**src/rtl/hdlc_ctrl_pkg.sv**
```systemverilog
// Shared definitions for the HDLC controller: register map, Rx_SC bit positions,
// command bytes, FSM state encoding and small helpers.
package hdlc_ctrl_pkg;

  localparam logic [2:0] ADDR_TX_SC   = 3'd0;
  localparam logic [2:0] ADDR_TX_BUFF = 3'd1;
  localparam logic [2:0] ADDR_RX_SC   = 3'd2;
  localparam logic [2:0] ADDR_RX_BUFF = 3'd3;
  localparam logic [2:0] ADDR_RX_LEN  = 3'd4;

  localparam int RX_SC_READY     = 0;
  localparam int RX_SC_DROP      = 1;
  localparam int RX_SC_FRAME_ERR = 2;
  localparam int RX_SC_ABORT     = 3;
  localparam int RX_SC_OVERFLOW  = 5;

  localparam logic [7:0] CMD_TX_START = 8'h02;
  localparam logic [7:0] CMD_RX_DROP  = 8'(1 << RX_SC_DROP);

  typedef enum logic [3:0] {
    IDLE,
    TX_LOAD,
    TX_DROP,
    TX_START,
    TX_WAIT,
    RX_SC,
    RX_LEN,
    RX_DATA,
    RX_OUT,
    RX_DROP
  } ctrlState_t;

  function automatic logic rxFrameBad(input logic [7:0] sc);
    return sc[RX_SC_FRAME_ERR] | sc[RX_SC_ABORT];
  endfunction

  function automatic logic [15:0] satInc(input logic [15:0] v);
    return (v == 16'hFFFF) ? v : v + 16'd1;
  endfunction

endpackage

```
**src/rtl/hdlc_ctrl_arb.sv**
```systemverilog
// Round-robin grant between the TX and RX sides; TX is preferred after reset and
// the preference flips to the other side each time a grant is taken (done).
module hdlc_ctrl_arb (
  input  logic Clk,
  input  logic Rst,
  input  logic tx_req,
  input  logic rx_req,
  input  logic done,
  output logic grant_tx,
  output logic grant_rx
);

  logic preferRx;

  always_comb begin
    grant_tx = tx_req & (~rx_req | ~preferRx);
    grant_rx = rx_req & (~tx_req | preferRx);
  end

  always_ff @(posedge Clk or negedge Rst) begin
    if (!Rst) begin
      preferRx <= 1'b0;
    end else if (done) begin
      preferRx <= grant_tx;
    end
  end

endmodule

```
**src/rtl/hdlc_ctrl.sv**
```systemverilog
// HDLC controller: moves upstream bytes into the HDLC TX buffer and drains received
// frames to a downstream stream. Define HDLC_CTRL_STATS_EN to build the frame counters.
module hdlc_ctrl
  import hdlc_ctrl_pkg::*;
#(
  parameter int MAX_TX_BYTES = 126,
  parameter int TX_WAIT_TO   = 16
) (
  input  logic        Clk,
  input  logic        Rst,
  input  logic        TxS_Valid,
  input  logic [7:0]  TxS_Data,
  input  logic        TxS_Last,
  output logic        TxS_Ready,
  output logic        RxM_Valid,
  output logic [7:0]  RxM_Data,
  output logic        RxM_Last,
  output logic        RxM_Err,
  input  logic        RxM_Ready,
  output logic [2:0]  Address,
  output logic        WriteEnable,
  output logic        ReadEnable,
  output logic [7:0]  DataIn,
  input  logic [7:0]  DataOut,
  input  logic        Tx_Done,
  input  logic        Rx_Ready,
  output logic        Busy,
  output logic        TxTrunc,
  output logic [15:0] TxFrameCnt,
  output logic [15:0] RxFrameCnt,
  output logic [15:0] RxErrCnt
);

  localparam int BW = $clog2(MAX_TX_BYTES + 1);
  localparam int WW = $clog2(TX_WAIT_TO + 1);

  ctrlState_t      state;
  logic            grantTx, grantRx, arbDone;
  logic            weReg, reReg, txsReady, phase, overflow, loadWrite;
  logic [2:0]      addrReg;
  logic [7:0]      dinReg, rxLen, rxCnt;
  logic [BW-1:0]   txCnt;
  logic [WW-1:0]   waitCnt;

  assign arbDone = (state == IDLE) & (grantTx | grantRx);

  hdlc_ctrl_arb uArb (
    .Clk      (Clk),
    .Rst      (Rst),
    .tx_req   (TxS_Valid & Tx_Done),
    .rx_req   (Rx_Ready),
    .done     (arbDone),
    .grant_tx (grantTx),
    .grant_rx (grantRx)
  );

  // Payload bytes go onto the bus in the cycle they are accepted, so this path bypasses the registers.
  assign loadWrite   = (state == TX_LOAD) & TxS_Valid;
  assign WriteEnable = weReg | loadWrite;
  assign ReadEnable  = reReg;
  assign Address     = loadWrite ? ADDR_TX_BUFF : addrReg;
  assign DataIn      = loadWrite ? TxS_Data : dinReg;
  assign TxS_Ready   = txsReady;
  assign Busy        = (state != IDLE);

  // Register reads take two cycles in each RX read state: phase 0 strobes, phase 1 samples DataOut.
  always_ff @(posedge Clk or negedge Rst) begin
    if (!Rst) begin
      state     <= IDLE;
      weReg     <= 1'b0;
      reReg     <= 1'b0;
      addrReg   <= '0;
      dinReg    <= '0;
      txsReady  <= 1'b0;
      phase     <= 1'b0;
      overflow  <= 1'b0;
      rxLen     <= '0;
      rxCnt     <= '0;
      txCnt     <= '0;
      waitCnt   <= '0;
      TxTrunc   <= 1'b0;
      RxM_Valid <= 1'b0;
      RxM_Data  <= '0;
      RxM_Last  <= 1'b0;
      RxM_Err   <= 1'b0;
    end else begin
      case (state)
        IDLE: begin
          if (grantTx) begin
            state    <= TX_LOAD;
            txsReady <= 1'b1;
            txCnt    <= '0;
          end else if (grantRx) begin
            state   <= RX_SC;
            reReg   <= 1'b1;
            addrReg <= ADDR_RX_SC;
            phase   <= 1'b0;
          end
        end
        TX_LOAD: begin
          if (TxS_Valid) begin
            txCnt <= txCnt + BW'(1);
            if (TxS_Last) begin
              state    <= TX_START;
              txsReady <= 1'b0;
              weReg    <= 1'b1;
              addrReg  <= ADDR_TX_SC;
              dinReg   <= CMD_TX_START;
            end else if (txCnt == BW'(MAX_TX_BYTES - 1)) begin
              TxTrunc <= 1'b1;
              state   <= TX_DROP;
            end
          end
        end
        TX_DROP: begin
          if (TxS_Valid && TxS_Last) begin
            state    <= TX_START;
            txsReady <= 1'b0;
            weReg    <= 1'b1;
            addrReg  <= ADDR_TX_SC;
            dinReg   <= CMD_TX_START;
          end
        end
        TX_START: begin
          weReg   <= 1'b0;
          waitCnt <= '0;
          state   <= TX_WAIT;
        end
        TX_WAIT: begin
          if (!Tx_Done || waitCnt == WW'(TX_WAIT_TO - 1)) begin
            state <= IDLE;
          end else begin
            waitCnt <= waitCnt + WW'(1);
          end
        end
        RX_SC: begin
          if (!phase) begin
            reReg <= 1'b0;
            phase <= 1'b1;
          end else if (rxFrameBad(DataOut)) begin
            state   <= RX_DROP;
            weReg   <= 1'b1;
            addrReg <= ADDR_RX_SC;
            dinReg  <= CMD_RX_DROP;
          end else begin
            overflow <= DataOut[RX_SC_OVERFLOW];
            state    <= RX_LEN;
            reReg    <= 1'b1;
            addrReg  <= ADDR_RX_LEN;
            phase    <= 1'b0;
          end
        end
        RX_LEN: begin
          if (!phase) begin
            reReg <= 1'b0;
            phase <= 1'b1;
          end else if (DataOut == 8'd0) begin
            state   <= RX_DROP;
            weReg   <= 1'b1;
            addrReg <= ADDR_RX_SC;
            dinReg  <= CMD_RX_DROP;
          end else begin
            rxLen   <= DataOut;
            rxCnt   <= '0;
            state   <= RX_DATA;
            reReg   <= 1'b1;
            addrReg <= ADDR_RX_BUFF;
            phase   <= 1'b0;
          end
        end
        RX_DATA: begin
          if (!phase) begin
            reReg <= 1'b0;
            phase <= 1'b1;
          end else begin
            RxM_Valid <= 1'b1;
            RxM_Data  <= DataOut;
            RxM_Last  <= (rxCnt + 8'd1 == rxLen);
            RxM_Err   <= (rxCnt + 8'd1 == rxLen) & overflow;
            rxCnt     <= rxCnt + 8'd1;
            state     <= RX_OUT;
          end
        end
        RX_OUT: begin
          if (RxM_Ready) begin
            RxM_Valid <= 1'b0;
            RxM_Last  <= 1'b0;
            RxM_Err   <= 1'b0;
            if (RxM_Last) begin
              state <= IDLE;
            end else begin
              state   <= RX_DATA;
              reReg   <= 1'b1;
              addrReg <= ADDR_RX_BUFF;
              phase   <= 1'b0;
            end
          end
        end
        RX_DROP: begin
          weReg <= 1'b0;
          state <= IDLE;
        end
        default: state <= IDLE;
      endcase
    end
  end

`ifdef HDLC_CTRL_STATS_EN
  logic [15:0] txFrames, rxFrames, rxErrors;

  always_ff @(posedge Clk or negedge Rst) begin
    if (!Rst) begin
      txFrames <= '0;
      rxFrames <= '0;
      rxErrors <= '0;
    end else begin
      if (state == TX_START) txFrames <= satInc(txFrames);
      if (state == RX_OUT && RxM_Ready && RxM_Last) rxFrames <= satInc(rxFrames);
      if (state == RX_DROP) rxErrors <= satInc(rxErrors);
    end
  end

  assign TxFrameCnt = txFrames;
  assign RxFrameCnt = rxFrames;
  assign RxErrCnt   = rxErrors;
`else
  assign TxFrameCnt = '0;
  assign RxFrameCnt = '0;
  assign RxErrCnt   = '0;
`endif

endmodule

```
**config.mk**
```make
export PLATFORM = sky130hd
export DESIGN_NAME = hdlc_ctrl
export DESIGN_NICKNAME = d
export VERILOG_FILES = /design/src/rtl/hdlc_ctrl_pkg.sv /design/src/rtl/hdlc_ctrl_arb.sv /design/src/rtl/hdlc_ctrl.sv
export SDC_FILE = /design/constraint.sdc
export NUM_CORES = 1
export LEC_CHECK = 0
export ABC_AREA = 0
export CORE_MARGIN = 2
export CORE_UTILIZATION = 54
export CTS_BUF_LIST = sky130_fd_sc_hd__clkbuf_4
export CTS_CLUSTER_SIZE = 40
export DETAILED_ROUTE_END_ITERATION = 6
export GPL_ROUTABILITY_DRIVEN = 0
export PLACE_DENSITY = 0.95
export SLEW_MARGIN = 40
export SYNTH_ARGS = -nofsm -noshare
export SYNTH_HDL_FRONTEND = slang
export SYNTH_HIERARCHICAL = 1
export SYNTH_SLANG_ARGS = --single-unit
```
**constraint.sdc**
```tcl
create_clock -name Clk -period 3.3 [get_ports Clk]
set_input_delay 0.66 -clock Clk [delete_from_list [all_inputs] [get_ports Clk]]
set_output_delay 0.66 -clock Clk [all_outputs]
set_load 0.005 [all_outputs]
```
**Word level (Yosys, flattened, before mapping)**

Cells that the tools add are included.

- Register bits after elaboration: 61
- Bits of input ports: 23
- Output and inout port bits: 75
- Logic and storage cells: 187

- Add/subtract/negate cells: 3
- Equality and inequality tests: 33
- Muxes and demuxes: 85
- Bitwise logic cells: 17
- Reductions and logical operators: 31

Operators by type and width:

| cell | number |
|---|---|
| 2-to-1 mux 8 bit | 11 |
| 2-to-1 mux 4 bit | 13 |
| 2-to-1 mux 3 bit | 12 |
| one-hot mux 4 bit (9 select lines) | 1 |
| != test 2 bit, second input constant | 17 |
| 2-to-1 mux 1 bit | 33 |
| one-hot mux 8 bit (4 select lines) | 1 |
| AND reduction 8 bit | 3 |
| one-hot mux 3 bit (6 select lines) | 1 |
| == test 4 x 3 -> 1 bit, second input constant | 4 |
| one-hot mux 8 bit (2 select lines) | 1 |
| one-hot mux 1 bit (5 select lines) | 3 |
| 2-to-1 mux 7 bit | 2 |
| one-hot mux 7 bit (2 select lines) | 1 |
| AND reduction 3 bit | 4 |
| one-hot mux 5 bit (2 select lines) | 1 |
| AND reduction 10 bit | 1 |
| AND reduction 5 bit | 2 |
| nonzero test 5 bit | 2 |
| != test 3 bit, second input constant | 3 |
| AND reduction 9 bit | 1 |
| adder 8 x 1 -> 8 bit, second input constant | 1 |
| == test 4 x 2 -> 1 bit, second input constant | 2 |
| == test 4 bit, second input constant | 2 |
| 25 further kinds | 47 |

**Depth between registers and ports, before layout**

- Word-level depth: 7
- Depth in mapped cells: 8
- Gate-level depth less buffers: 8

**Modules after synthesis**

Netlist, hierarchy kept.

By module, submodules not included:

| module | times used | cells each | area an instance (um2) | seq. area each (um2) |
|---|---|---|---|---|
| hdlc_ctrl | 1 | 385 | 3373.2 | 1326.3 |
| hdlc_ctrl_arb | 1 | 5 | 62.6 | 25.0 |

**Least setup slack after synthesis**

No wires, ideal clock.

- Kind: reg-to-output
- Start: reg state[3]
- End: out DataIn[0]
- Arrival: 1366 ps
- Data required time: 2640 ps
- Slack: 1274 ps
- Stages on the path, launching flop included: 6
- Buffers on the path: 2
- Cell sequence: dfrtp_1 clkbuf_2 nor2_2 and3_1 clkbuf_1 and2_1

- Cells in the longest elaborated chain, start to end: 3

RTL lines:

| element | RTL line | text |
|---|---|---|
| from (decl) | hdlc_ctrl.sv:37 | `ctrlState_t state;` |
| from (signal assigned) | hdlc_ctrl.sv:69 | `state <= IDLE;` |
| from (signal assigned) | hdlc_ctrl.sv:90 | `state <= TX_LOAD;` |
| from (signal assigned) | hdlc_ctrl.sv:94 | `state <= RX_SC;` |
| == test 4 x 1 -> 1 bit | hdlc_ctrl.sv:58 | `assign loadWrite = (state == TX_LOAD) & TxS_Valid;` |
| AND 1 bit | hdlc_ctrl.sv:58 |  |
| 2-to-1 mux 8 bit | hdlc_ctrl.sv:62 | `assign DataIn = loadWrite ? TxS_Data : dinReg;` |
| to (decl) | hdlc_ctrl.sv:23 | `output logic [7:0] DataIn,` |

Every way passes these cells.

**Final worst setup path**

- Start: in TxS_Valid
- End: out DataIn[4]

- Cells in the longest elaborated chain, start to end: 2

RTL lines:

| element | RTL line | text |
|---|---|---|
| from (decl) | hdlc_ctrl.sv:11 | `input logic TxS_Valid,` |
| AND 1 bit | hdlc_ctrl.sv:58 |  |
| 2-to-1 mux 8 bit | hdlc_ctrl.sv:62 |  |

Every way passes these cells.

==> reports/results.txt <==
The flow ran to the end, and the final reports show no timing, DRC or antenna violations. The number of different library cells used by synthesis comes to 59. The multi-input gate area in the final layout is 1794 sq um, and the total routing usage reported by global routing is 20.75%. The end of the worst register-to-register path was state[2].

The run gives 0 as the post-cts resize count. The class of the most critical hold timing path was in -> async. During synthesis, Yosys emitted a total of 6 warnings.

The power density normalized to cell area is 759.6 nW/um^2, and the maximum count of clock buffers along a single path is 2. Detailed routing inserted a total of 2812 vias. The most used flip-flop cell after synthesis is sky130_fd_sc_hd__dfrtp_1.

For the final database, setup skew stands at 17.34 ps. The synthesized design spends more area on one cell type than any other, namely sky130_fd_sc_hd__dfrtp_1. After clock tree synthesis, the flow added hold-fix buffers numbering 0. The clock-pin slew reported for the worst setup and hold paths after clock tree synthesis came out at 160 ps.

Measured along the y axis, the die boundary spans 83.77 microns. The floorplan step set the die width to 83.77 microns. The global routing stage identified its most utilized layer as met2.

The post-synthesis sequential area ratio is 39.33%. The setup check on the worst reg-to-reg path leaves a slack of 1170 ps. Of the cells placed in the final design, the portion with a size suffix greater than 1 is 10.93%. The total of endpoints with negative setup slack in the final report is 0. The met3 capacity usage during global routing is 4.946%. The number of global-route vias before repair was 2692. Synthesis handed over a netlist of 390 instances. The I/O pin count was 98. In this run the standard cell core region covers 6241 sq um. Counting instances in the post-synthesis netlist gives the leading cell types as 54 x sky130_fd_sc_hd__dfrtp_1, 52 x sky130_fd_sc_hd__nand2_1, 48 x sky130_fd_sc_hd__buf_4. In this run the post-CTS setup repair buffer count came out at 0.

In the global route stage, met2 resource usage came out at 34.84%. The arrival time of the worst setup path was 2370 ps; the DRC violation total after the first TritonRoute iteration was 361. Number of levels in the clock H-tree: 2.

The total count of hold-check failures in the final report was 0; the TritonCTS buffer count was 5. The worst pin sits at a relative slew slack of 54.98%. Relative to the synthesized area, the layout overhead comes to 13.15%. Top cell type's share of synthesized area: 39.33%. After detailed routing, the number of remaining DRC violations is 0. Summed over all failing endpoints, the final setup total negative slack is 0 ps. For this design the static power due to leakage is 0.001780 uW. In this run the cell area measured after placement is 3829 sq um. Global routing finished with a remaining overflow of 0. STA classifies the critical path startpoint as a primary input.

The most frequent cell after synthesis is sky130_fd_sc_hd__dfrtp_1. The highest fanout seen on the critical path was 14. The logs give 481.2 uV for the peak supply drop and 1351 sq um for the area of all sequential standard cells. In this run, synthesis inferred 0 flip-flops with an integrated enable. The filler cells instantiated in the layout total 521. The average instance in the mapped netlist occupies 8.810 sq um. The clock drives 54 sinks.

Final worst-path cycle share: 91.79%. 0 antenna diodes ended up in the layout. The tool flagged a number of max-cap violations equal to 0.

Average wire length per cell after detail routing: 13.86 microns. The count of buffers from port buffering was 49. After detailed routing, the total wire length is 7150 microns. Setup repair after global routing left no endpoint under its margin. The die covers 7017 sq um. The pin count of the biggest net entering global routing was 55.

For the pin with the worst max-slew slack, the measured transition is 674.6 ps. Measured in cells, the most critical reg-to-reg path has a length of 7. The routed via count divided by cell count is 5.450, and the fraction of registers with async set/reset is 100.0%. The tools report the root buffer cell as sky130_fd_sc_hd__clkbuf_4. The run gives 3887 sq um as the cell area after layout. The HPWL after detailed placement came out at 5390 microns. The tools report the startpoint of the worst-slack reg-to-reg timing path as waitCnt[0]. The first global-routing pass estimated 12030 microns of wire. The antenna violation net count after detailed routing is 0, and the starting density of the core is 55.05%.

The tools report the final count of pins violating max slew as 0. TritonCTS built the clock tree. The critical path launch point is TxS_Valid. Sorting the synthesized cells by area gives the leading types as sky130_fd_sc_hd__dfrtp_1 39%, sky130_fd_sc_hd__buf_4 10%, sky130_fd_sc_hd__nand2_1 5.7%. The critical path data required time came out at 2640 ps. Met1 demand-to-capacity share in global routing: 25.98%.

At the later pin of the worst-skew pair, clock insertion delay measures 390 ps. The routed design could run at a clock period as short as 3029 ps. The setup path with the least slack is of type in -> out. The worst setup path is captured at an output pin. Synthesis inferred 54 register bits.

The initial antenna violation count is 0. The floorplan has 29 rows. The logs give 3436 sq um for the area of the mapped netlist and 5 for the number of detailed-routing iterations run before antenna repair. For this run, the post-layout net count is 466. Upper clock frequency limit: 0.3301 GHz. The most critical setup path has its endpoint at DataIn[4].
cells by family after synthesis:
family / count (synthesis) / synth area share (%)
flip-flops: 54 / 39.33
XOR/XNOR: 18 / 4.588
adder cells (fa/ha/maj): 5 / 1.821
multiplexers: 15 / 4.953
other: 1 / 0.1091
AND/OR/NAND/NOR: 148 / 21.96
AO/OA/AOI/OAI: 75 / 13.66
buffers and inverters: 74 / 13.58
final cells by class:
class / instances / area share [%]
inverters: 11 / 1.062
clock buffers: 6 / 1.159
well taps: 77 / 2.478
clock inverters: 2 / 0.3540
multi-input cells: 309 / 46.15
flip-flops and latches: 54 / 34.76
repair buffers: 57 / 14.03
worst min-delay path by stage:
stage	start	cells after the start	slack, ps	end
floorplan	Rst	0	360	ReadEnable
global placement	TxTrunc	2	450	TxTrunc
detailed placement	TxTrunc	2	450	TxTrunc
CTS	Rst	2	380	weReg
global route	Rst	2	400	weReg
finish	Rst	2	370	txCnt[0]
where the power goes:
part           switching [uW]  internal, uW
registers                 222           904
clock network             205          92.4
logic                     785           744
total                    1210          1740
metrics by stage:
step	utilization (%)	hold slack, ps	std cells	power, uW	worst slack [ps]
global placement	61.35	446.7	508	2586	330.2
detailed placement	61.35	454.6	508	2654	278.9
global route	62.29	404.2	516	3194	177.4
floorplan	-	364.4	437	2153	1274
finish	62.29	372.8	516	2953	270.8
CTS	62.29	382.4	516	2960	266.8
per-layer routing:
layer	wire [microns]	vias up
met3	462	16
li1	-	1336
met1	2904	1343
met4	143	0
met5	0	-
met2	3640	117
layout by cell type (no fill, tap or decap), drive strengths merged, types with 9 or more instances in the layout:
cell,n
inv,11
xor2,10
mux2,13
nor2,30
a21oi,18
conb,48
dfrtp,54
clkdlybuf4s50,48
nand3,17
o21ai,26
and2,12
nand2,52
buf,9
worst max-delay path, stage by stage:
cell and delay, ps:
sky130_fd_sc_hd__clkdlybuf4s50_1 560, sky130_fd_sc_hd__and3_1 440, sky130_fd_sc_hd__and2_1 210, sky130_fd_sc_hd__clkdlybuf4s50_1 500
state kept, by name, indices dropped and copies added, names as in the netlist:
name           flops
phase              1
rxLen              8
RxM_Valid          1
RxM_Last           1
addrReg            3
uArb/preferRx      1
ReadEnable         1
dinReg             1
overflow           1
TxTrunc            1
waitCnt            5
weReg              1
TxS_Ready          1
txCnt              7
RxM_Err            1
state              4
rxCnt              8
RxM_Data           8
Power figures use the tool's default switching activity.
